**src/rtl/byte_striping_cond_pkg.sv**
```systemverilog
// Shared PHY definitions for the byte striper and its receive-side un-striper:
// one-hot state encodings, default lane width and idle value, counter helper.
package byte_striping_cond_pkg;

  localparam int unsigned BUS_WIDTH_DEF = 8;
  localparam logic [63:0] IDLE_DATA_DEF = 64'h0;
  localparam int unsigned CNT_W         = 16;

  // One-hot, 3-bit; the un-striper decodes the same values.
  typedef enum logic [2:0] {
    TRANSMITIENDO_LANE_1 = 3'b001,
    ESPERANDO_ENTRADA    = 3'b010,
    TRANSMITIENDO_LANE_0 = 3'b100
  } stripe_state_e;

  // Increment that sticks at all-ones instead of wrapping.
  function automatic logic [CNT_W-1:0] sat_inc(input logic [CNT_W-1:0] val);
    if (val == {CNT_W{1'b1}}) begin
      return val;
    end
    return val + 1'b1;
  endfunction

endpackage

```
**src/rtl/byte_striping_cond_stripe_lane_hold.sv**
```systemverilog
// One lane of the striper: word register, valid flag and a single age bit.
// A loaded word stays on the lane for two clk_2f cycles; if no reload arrives
// at the second edge the lane returns to the idle value with valid low.
module stripe_lane_hold
  import byte_striping_cond_pkg::*;
#(
  parameter int unsigned          BUS_WIDTH = BUS_WIDTH_DEF,
  parameter logic [BUS_WIDTH-1:0] IDLE_DATA = IDLE_DATA_DEF[BUS_WIDTH-1:0]
) (
  input  logic                 clk_2f,
  input  logic                 reset,
  input  logic                 load_i,
  input  logic [BUS_WIDTH-1:0] data_i,
  output logic [BUS_WIDTH-1:0] lane_o,
  output logic                 valid_o
);

  logic [BUS_WIDTH-1:0] data_q, data_d;
  logic                 valid_q, valid_d;
  logic                 age_q, age_d;

  // Load wins; otherwise a valid word ages once, then expires to idle.
  always_comb begin
    data_d  = data_q;
    valid_d = valid_q;
    age_d   = age_q;
    if (load_i) begin
      data_d  = data_i;
      valid_d = 1'b1;
      age_d   = 1'b0;
    end else if (valid_q) begin
      if (age_q) begin
        data_d  = IDLE_DATA;
        valid_d = 1'b0;
        age_d   = 1'b0;
      end else begin
        age_d   = 1'b1;
      end
    end
  end

  // Lane registers, cleared asynchronously to the idle word.
  always_ff @(posedge clk_2f or negedge reset) begin
    if (!reset) begin
      data_q  <= IDLE_DATA;
      valid_q <= 1'b0;
      age_q   <= 1'b0;
    end else begin
      data_q  <= data_d;
      valid_q <= valid_d;
      age_q   <= age_d;
    end
  end

  assign lane_o  = data_q;
  assign valid_o = valid_q;

endmodule

```
**src/rtl/byte_striping_cond.sv**
```systemverilog
// Transmit-side byte striper: even bytes of a burst go to lane 0, odd bytes
// to lane 1, each lane word held for two clk_2f cycles. Any gap in valid_in
// ends the burst and the next byte restarts on lane 0.
// Optional build macro BYTE_STRIPING_CNT_EN adds a saturating 16-bit count
// of accepted bytes on output byte_cnt.
module byte_striping_cond
  import byte_striping_cond_pkg::*;
#(
  parameter int unsigned          BUS_WIDTH = BUS_WIDTH_DEF,
  parameter logic [BUS_WIDTH-1:0] IDLE_DATA = IDLE_DATA_DEF[BUS_WIDTH-1:0]
) (
  input  logic                 clk_2f,
  input  logic                 reset,
  input  logic [BUS_WIDTH-1:0] data_in,
  input  logic                 valid_in,
  output logic [BUS_WIDTH-1:0] lane_0,
  output logic [BUS_WIDTH-1:0] lane_1,
  output logic                 valid_0,
  output logic                 valid_1
`ifdef BYTE_STRIPING_CNT_EN
  ,
  output logic [CNT_W-1:0]     byte_cnt
`endif
);

  stripe_state_e state_q, state_d;
  logic          load_0, load_1;

  // Next-state and lane-load decode; unknown encodings fall back to idle.
  always_comb begin
    state_d = state_q;
    load_0  = 1'b0;
    load_1  = 1'b0;
    case (state_q)
      ESPERANDO_ENTRADA: begin
        if (valid_in) begin
          load_0  = 1'b1;
          state_d = TRANSMITIENDO_LANE_1;
        end
      end
      TRANSMITIENDO_LANE_1: begin
        if (valid_in) begin
          load_1  = 1'b1;
          state_d = TRANSMITIENDO_LANE_0;
        end else begin
          state_d = ESPERANDO_ENTRADA;
        end
      end
      TRANSMITIENDO_LANE_0: begin
        if (valid_in) begin
          load_0  = 1'b1;
          state_d = TRANSMITIENDO_LANE_1;
        end else begin
          state_d = ESPERANDO_ENTRADA;
        end
      end
      default: begin
        state_d = ESPERANDO_ENTRADA;
      end
    endcase
  end

  // State register.
  always_ff @(posedge clk_2f or negedge reset) begin
    if (!reset) begin
      state_q <= ESPERANDO_ENTRADA;
    end else begin
      state_q <= state_d;
    end
  end

  stripe_lane_hold #(
    .BUS_WIDTH (BUS_WIDTH),
    .IDLE_DATA (IDLE_DATA)
  ) u_lane_0 (
    .clk_2f  (clk_2f),
    .reset   (reset),
    .load_i  (load_0),
    .data_i  (data_in),
    .lane_o  (lane_0),
    .valid_o (valid_0)
  );

  stripe_lane_hold #(
    .BUS_WIDTH (BUS_WIDTH),
    .IDLE_DATA (IDLE_DATA)
  ) u_lane_1 (
    .clk_2f  (clk_2f),
    .reset   (reset),
    .load_i  (load_1),
    .data_i  (data_in),
    .lane_o  (lane_1),
    .valid_o (valid_1)
  );

`ifdef BYTE_STRIPING_CNT_EN
  logic [CNT_W-1:0] cnt_q, cnt_d;

  // Every valid byte is accepted, so count on valid_in alone.
  always_comb begin
    cnt_d = cnt_q;
    if (valid_in) begin
      cnt_d = sat_inc(cnt_q);
    end
  end

  // Byte counter register.
  always_ff @(posedge clk_2f or negedge reset) begin
    if (!reset) begin
      cnt_q <= '0;
    end else begin
      cnt_q <= cnt_d;
    end
  end

  assign byte_cnt = cnt_q;
`endif

endmodule
```
**config.mk**
```make
export PLATFORM = sky130hd
export DESIGN_NAME = byte_striping_cond
export DESIGN_NICKNAME = d
export VERILOG_FILES = /design/src/rtl/byte_striping_cond_pkg.sv /design/src/rtl/byte_striping_cond_stripe_lane_hold.sv /design/src/rtl/byte_striping_cond.sv
export SDC_FILE = /design/constraint.sdc
export NUM_CORES = 1
export LEC_CHECK = 0
export BUFFER_PORTS_ARGS = -buffer_cell sky130_fd_sc_hd__buf_4
export CORE_ASPECT_RATIO = 1.25
export CORE_UTILIZATION = 44
export DETAILED_ROUTE_END_ITERATION = 8
export HOLD_SLACK_MARGIN = 0.15
export PLACE_DENSITY = 0.76
export SYNTH_ARGS = -nofsm -noshare
export SYNTH_HDL_FRONTEND = slang
export SYNTH_SLANG_ARGS = --single-unit
```
**constraint.sdc**
```tcl
create_clock -name clk_2f -period 1.1 [get_ports clk_2f]
set_input_delay 0.165 -clock clk_2f [delete_from_list [all_inputs] [get_ports clk_2f]]
set_output_delay 0.165 -clock clk_2f [all_outputs]
set_load 0.005 [all_outputs]
```
# After elaboration in Yosys (flattened, before gate mapping)
# Index checks and enable logic that the tools add are counted.
# word_totals
regBits,23
out_inout_bits,18
in_bits,11
# classes
n_reduce_logical,7
eq_ne,4
mux,23
# ops
cell,count
$mux W8,6
$mux W1,13
$pmux W3 S3,1
$reduce_bool A2 Y1,4
$mux W3,2
$reduce_and A2 Y1,2
$eq A3 B1 Y1 const B,1
$eq A3 B2 Y1 const B,1
$eq A3 B3 Y1 const B,1
$mux W2,1
$ne A2 B2 Y1 const B,1
$reduce_or A2 Y1,1

# Longest topological paths before layout
# Gate-level depths: netlist of the first run.
# logic_depth
ltp_word,5
depth_mapped,5

# Modules after synthesis
# From an unflattened synthesis of the first run, not the netlist that was laid out.
# hier_totals
cells_unflattened,75
area_unflattened_um2,987.2
# modules_own_cells
mod,seq_area_each_um2,area_per_inst_um2,instances,cells_each
stripe_lane_hold,250.2,420.4,2,32
byte_striping_cond,76.3,146.4,1,11

# Worst setup path before layout of the first run
# OpenSTA, ideal clock, no wires.
# synth_timing
path_type,register to register
start,reg state_q[1]
end,"reg u_lane_1.valid_q, in the netlist u_lane_1.valid_o"
path_stages_with_launch,4
setup_ns,0.118
required_time_ns,0.982
slack_ns,-0.054
arrival_ns,1.036
n_path_buf,1
cell_sequence,dfstp_2 -> and4bb_2 -> buf_4 -> a21o_1
# synth_via
elab_chain_cells,3
# synth_lines
item,line,rtl
start: declaration,byte_striping_cond.sv:26,"stripe_state_e state_q, state_d;"
start signal: assignment,byte_striping_cond.sv:68,state_q <= state_d;
$eq A3 B1 Y1,byte_striping_cond.sv:34,case (state_q)
$mux W1,byte_striping_cond.sv:34,
$mux W1,byte_striping_cond_stripe_lane_hold.sv:27,if (load_i) begin
via u_lane_1.valid_d,byte_striping_cond_stripe_lane_hold.sv:19,"logic valid_q, valid_d;"
end signal: assignment,byte_striping_cond_stripe_lane_hold.sv:50,valid_q <= valid_d;
end: declaration,byte_striping_cond_stripe_lane_hold.sv:19,
# The timed path passes the listed nets, and every way through them passes these cells.
# A chain may end at the register's enable or synchronous reset.

# Worst setup path after layout of the first run
# layout_timing
start,reg state_q[1]
end,"reg u_lane_0.data_q[0], in the netlist u_lane_0.lane_o[0]"
# layout_via
elab_chain_cells,5
elab_cells_between_ends,8
classes_between,2 x eq/ne; 2 x mux; 4 x reduce/logical
# layout_lines
item,line,rtl
$eq A3 B3 Y1 or $eq A3 B2 Y1 (tied branches),byte_striping_cond.sv:34,
$reduce_or A2 Y1 (no source line) (*),-,
$mux W1 (*),-,
$reduce_bool A2 Y1 (no source line),-,
$reduce_and A2 Y1 (no source line),-,
end signal: assignment,byte_striping_cond_stripe_lane_hold.sv:49,data_q <= data_d;
end: declaration,byte_striping_cond_stripe_lane_hold.sv:18,"logic [BUS_WIDTH-1:0] data_q, data_d;"
# Mark *: on every way between the ends. The rest lies on a longest branch, timed or not.

==> results.toml, run 1 <==
[timing]
finClkSkew_ns = 0.00842
tightest_slew_ns = 0.287
setup_violations = 18
final.period_utilization = 1.08
rsz0062_at_grt = "yes"
min_period_ns = 1.18
finalHoldViolations = 0
max_slew_margin = 0.809
fin_ws_ns = -0.0838
setup_tns_ns = -0.850
drv_slew = 0
fmax_ghz = 0.845

[global_routing]
track_usage = 0.188
antenna_found_initial = 0
grt_max_degree = 24
grt_pass1_vias = 716
grt_pass1_wl_um = 3150
grt_overflow = 0

[synth]
synth_cell_types = 14
syn_inst = 89
seq_area_frac_synth = 0.616
synth_xor_area_frac = 0.0281
synth_compound_area_frac = 0.0561
synth-adder-area-share = 0
synth.avg_cell_area_um2 = 10.5
ys_ff_latch = 23
syn-cell-area_um2 = 936
synth-simple-area-share = 0.138
synthesis.nets = 100
synth.mux.area_fraction = 0.0856
synth_top_family_by_area = "simple AND/OR/NAND/NOR gates"
yosysWarnings = 0

[detailed_routing]
post-route-drc-count = 0
viasPerCell = 4.82
firstDrtPassIters = 3
vias = 718
drt_iter0_drc = 10
antenna_left = 0
wl_per_cell_um = 12.6
routed_wirelength_um = 1880

[die]
die_area_um2 = 2320
pin_count = 29
coreArea_um2 = 1980
initial_core_util = 0.472
die_h_um = 53.6
die_width_um = 43.3
row_count = 18

[placed_design]
globalplace.congestion = 0.679
dp_hpwl_um = 1330
place_area_um2 = 1150
pre_cts_ws_ns = -0.109
placement.io_buffers = 28

[final_layout]
diodes = 0
postLayoutCellArea_um2 = 1280
fin_util = 0.646
nFillCells = 163
ff_latch_area_um2 = 577
num-nets-final = 141
synthToLayoutAreaGrowth_pct = 36.9
drive_above_1_share = 0.287
multi_input_area_um2 = 292

[outcome]
violations = "negative setup slack"
status = "finished, violations left"

[power]
ir_drop_uv = 1250
p_leak_nw = 0.710
total_power_mw = 3.03
powerDensity_nw_per_um2 = 2360
internal_power_mw = 2.05
power.share.combinational = 0.397
switching_share = 0.324
pwr-share-clk = 0.124
power_switching_mw = 0.981
sequentialPowerShare = 0.479

[clock_tree]
clockBufferDepth = 2
clk_pin_slew_worst_paths_ns = 0.12
htree_num_levels = 1
cts_root_buf = "clkbuf_4"
clock_latency_ns = 0.31
cts_tree = "done"
cts_buffers = 3
cts_sinks = 23

[setup_path]
worstPathArrival_ns = 1.38
required_ns = 1.30
worstPathMaxFanout = 10
endpoint_kind = "flop"
start_kind = "flop"
critPathKind = "flop to flop"

[hold_path]
hold_class = "input port to asynchronous set/reset pin"

[job]
cap_violations = 0
critical path, stage by stage (launching register included):
cell,delay (ns)
dfstp_2,0.56
xor2_1,0.14
nand3b_1,0.10
buf_6,0.16
mux2i_1,0.12
path summary, 6_finish.rpt:
kind | startpoint | to | slack [ns] | cells past startpoint
setup / recovery | state_q[1] | u_lane_0.lane_o[0] | -0.08 | 4
setup reg to reg | state_q[1] | u_lane_0.lane_o[0] | -0.08 | 4
hold / removal | reset | u_lane_1.lane_o[5] | 0.26 | 2
max in group asynchronous | reset | state_q[1] | 0.55 | 2
min in group clk_2f | valid_in | state_q[2] | 0.29 | 2
hold reg to reg | u_lane_0.age_q | u_lane_0.valid_o | 0.51 | 1
cell type report:
type / count / share of cell area
flip-flops and latches: 23 / 0.450
repair buffers: 39 / 0.249
multi-input cells: 52 / 0.228
inverters: 11 / 0.0322
well taps: 20 / 0.0195
clock buffers: 3 / 0.0176
clock inverters: 1 / 0.00391
metal layers:
metal	wire, um	GRT usage	up-vias
met2	997	0.331	13
met5	0	0	-
met3	58	0.0302	4
met1	795	0.218	343
li1	-	-	358
met4	30	0.101	0
stage by stage:
stage / hold WS, ns / std cells
3_5_place_dp: 0.0748 / 135
6_report: 0.263 / 149
3_3_place_gp: 0.0708 / 135
2_1_floorplan: -0.131 / 89
4_1_cts: 0.260 / 148
5_1_grt: 0.271 / 149
cell usage in the layout (no fill, tap or decap), types with 2 or more instances in the layout:
cell            n
nor2_1          3
o21ai_1         8
xnor2_1         2
clkbuf_4        3
buf_4          29
dlygate4sd3_1   9
inv_1          10
nand2_1        26
mux2i_1         8
dfrtp_1        22
synth_stat cells, drive strengths merged:
library cell  count  share of area
dfrtp            22           0.59
buf               3          0.032
inv              11          0.044
nor2              3          0.012
a21o              1         0.0080
xor2              1         0.0094
nand3b            1         0.0080
o21ai             9          0.048
dfstp             1          0.028
and4bb            1          0.013
nand2            26           0.10
xnor2             2          0.019
mux2i             8          0.086
power groups by stage:
stage	clock network, mW	registers (mW)	logic (mW)
finish	0.377	1.45	1.20
global route	0.431	1.51	1.35
CTS	0.401	1.46	1.20
detailed placement	0	1.48	1.15
global placement	0	1.45	1.11
floorplan	0	1.47	0.522
repair_timing:
| action | in CTS | in global routing |
|---|---|---|
| cloned | 0 | 0 |
| pin swaps | 8 | 3 |
| resized for setup | 3 | 1 |
| endpoints found under the setup margin | 22 | 22 |
| hold buffers | 9 | 0 |
| setup buffers | 0 | 1 |
| hold endpoints to repair | 39 | 0 |
sequential cells by signal (all words and copies together), names as in the netlist:
| register | flops |
|---|---|
| state_q | 3 |
| u_lane_0.age_q | 1 |
| u_lane_0.lane_o | 8 |
| u_lane_0.valid_o | 1 |
| u_lane_1.age_q | 1 |
| u_lane_1.lane_o | 8 |
| u_lane_1.valid_o | 1 |
logic make-up after synthesis:
group	after synthesis
AOI/OAI and AO/OA	10
xor gates and xnor gates	3
muxes	8
and+or+nand+nor	31
buffers and inverters	14
DFF	23
(Power assumes the default switching activity.)
==> inputs of run 2 (changes only) <==
--- a/config.mk
+++ b/config.mk
@@ -5,12 +5,13 @@
 export SDC_FILE = /design/constraint.sdc
 export NUM_CORES = 1
 export LEC_CHECK = 0
+export ABC_AREA = 1
 export BUFFER_PORTS_ARGS = -buffer_cell sky130_fd_sc_hd__buf_4
 export CORE_ASPECT_RATIO = 1.25
-export CORE_UTILIZATION = 44
+export CORE_UTILIZATION = 47
 export DETAILED_ROUTE_END_ITERATION = 8
 export HOLD_SLACK_MARGIN = 0.15
-export PLACE_DENSITY = 0.76
+export PLACE_DENSITY = 0.77
 export SYNTH_ARGS = -nofsm -noshare
 export SYNTH_HDL_FRONTEND = slang
 export SYNTH_SLANG_ARGS = --single-unit
==> constraint.sdc (replaced) <==
create_clock -name clk_2f -period 1.3 [get_ports clk_2f]
set_input_delay 0.195 -clock clk_2f [delete_from_list [all_inputs] [get_ports clk_2f]]
set_output_delay 0.195 -clock clk_2f [all_outputs]
set_load 0.005 [all_outputs]
==> run 2 against run 1 <==
Net effect:
- the flow now finishes without violations
- global-route usage rose by 2.5 points
- hold slack improved by 0.040 ns
- register-to-register slack improved by 0.26 ns
- non-clock buffer count stayed put
- critical path depth grew 1
- synthesized cell count is 9.0% higher
- sequential power decreased by 17%
- design area increased by 1.9%
- die area is 3.6% lower
- via count is 14% higher
- wire length up 9.4%
- largest power group unchanged
==> results.toml, run 2 <==
[outcome]
status = "finished, final reports clean"

[timing]
finClkSkew_ns = 0.00678
setup_tns_ns = 0
tightest_slew_ns = 0.287
min_period_ns = 1.13
max_slew_margin = 0.809
setup_violations = 0
rsz0062_at_grt = "no"
drv_slew = 0
finalHoldViolations = 0
fmax_ghz = 0.887
final.period_utilization = 0.867

[detailed_routing]
drt_iter0_drc = 15
vias = 822
viasPerCell = 5.24
routed_wirelength_um = 2060
wl_per_cell_um = 13.1
post-route-drc-count = 0
antenna_left = 0
firstDrtPassIters = 4

[placed_design]
dp_hpwl_um = 1450
place_area_um2 = 1190
globalplace.congestion = 0.793
placement.io_buffers = 28

[global_routing]
grt_pass1_vias = 785
antenna_found_initial = 0
grt_max_degree = 24
grt_pass1_wl_um = 3460
grt_overflow = 0
track_usage = 0.212

[synth]
synthesis.nets = 108
synth_area_leaders = "dfrtp_1 57%, nand2_1 11%, nand3_1 8.3%"
async_flop_share = 1.00
synth_top_area_cell = "dfrtp_1"
ys_ff_latch = 23
syn-cell-area_um2 = 962
synth_top_area_share = 0.572
yosysWarnings = 0
synthFlopType = "dfrtp_1"
synth.most_common_cell = "nand2_1"
synthTopCellsByCount = "27 x nand2_1, 22 x dfrtp_1, 16 x nand3_1"
synth.avg_cell_area_um2 = 9.92
synth_cell_types = 14
seq_area_frac_synth = 0.599
syn_inst = 97
synth_edf_count = 0

[power]
ir_drop_uv = 1160
p_leak_nw = 0.722
powerDensity_nw_per_um2 = 1850

[clock_tree]
cts_setup_buffers = 0
hold_buffers = 9
clockBufferDepth = 2
htree_num_levels = 1
clk_pin_slew_worst_paths_ns = 0.12
cts_root_buf = "clkbuf_4"
cts_sinks = 23
cts_buffers = 3
ctsResizeCount = 0
cts_tree = "done"
clock_latency_ns = 0.30

[die]
die_area_um2 = 2230
die_h_um = 52.6
die_width_um = 42.5
row_count = 17
initial_core_util = 0.520
coreArea_um2 = 1850
pin_count = 29

[hold_path]
hold_class = "input port to asynchronous set/reset pin"

[final_layout]
diodes = 0
final_cell_mix = "30 x buf_4, 27 x nand2_1, 22 x dfrtp_1, 16 x nand3_1, 9 x dlygate4sd3_1"
num-nets-final = 150
drive_above_1_share = 0.304
postLayoutCellArea_um2 = 1310
layout_commonest_cell = "buf_4"
synthToLayoutAreaGrowth_pct = 35.6

[setup_path]
cpPeakStageDelay_ns = 0.55
slowest_stage = "dfstp_2"
required_ns = 1.55
path_cells = "inv_1 > nand2_2 > buf_4 > nand4_1 > nand2_1"
worst-path-buf-inv = 2
endpoint_kind = "flop"
critPathKind = "flop to flop"
critPathTopFamily = "flip-flops"
worstPathMaxFanout = 8
start_kind = "flop"
worstPathArrival_ns = 1.38

[job]
cap_violations = 0
## run 2: cell types whose count changed in the layout (fill, tap and decap cells not counted), sizes merged, moves of 2 or more
cell   delta
xnor2     -2
inv       -4
nor2      +2
o21ai     -7
mux2i     -8
nand2     +5
nand4     +9
nand3    +17
## run 2: layout make-up
| type | instances | area (um^2) |
|---|---|---|
| flip-flops and latches | 23 | 577 |
| fillers | 139 | 546 |
| multi-input cells | 64 | 332 |
| repair buffers | 39 | 315 |
| well taps | 19 | 23.8 |
| clock buffers | 4 | 26.3 |
| inverters | 8 | 31.3 |
## run 2: final timing paths
check | end | depth (start not counted) | slack (ns) | start
worst max-delay path | u_lane_0.lane_o[4] | 5 | 0.17 | state_q[1]
worst min-delay path | u_lane_0.lane_o[3] | 2 | 0.30 | reset
worst max register to register | u_lane_0.lane_o[4] | 5 | 0.17 | state_q[1]
worst min register to register | u_lane_0.lane_o[4] | 2 | 0.51 | u_lane_0.lane_o[4]
max in group asynchronous | state_q[1] | 2 | 0.71 | reset
min in group clk_2f | u_lane_1.lane_o[3] | 4 | 0.31 | valid_in
## run 2: routing by layer
layer,global-route usage,routed length (um)
met1,0.268,904
met2,0.369,1070
met3,0.0207,68
met4,0.0938,10
met5,0,0
## run 2: report_power, final
group          internal, mW  switching, mW  leakage [nW]
Sequential             1.01          0.196         0.294
Clock                 0.119          0.198        0.0150
Combinational         0.492          0.408         0.413
Total                  1.62          0.802         0.722
## run 2: through the flow
step                      power [mW]  setup slack (ns)  cells  hold slack [ns]  utilization
after global placement          2.06             0.216    144            0.100        0.642
after CTS                       2.43             0.178    157            0.297        0.705
after floorplan                 1.60             0.149     97           -0.101            -
after detailed placement        2.10             0.191    144           0.0987        0.642
after global routing            2.60            0.0569    157            0.325        0.705
final                           2.42             0.173    157            0.303        0.705
## run 2: cells by family (layout without fill, tap and decap cells)
kind of cell / after synthesis / after routing / synth area share
DFF: 23 / 23 / 0.599
AOI/OAI and AO/OA: 2 / 2 / 0.0104
buffers and inverters: 10 / 51 / 0.0559
and+or+nand+nor: 62 / 62 / 0.334
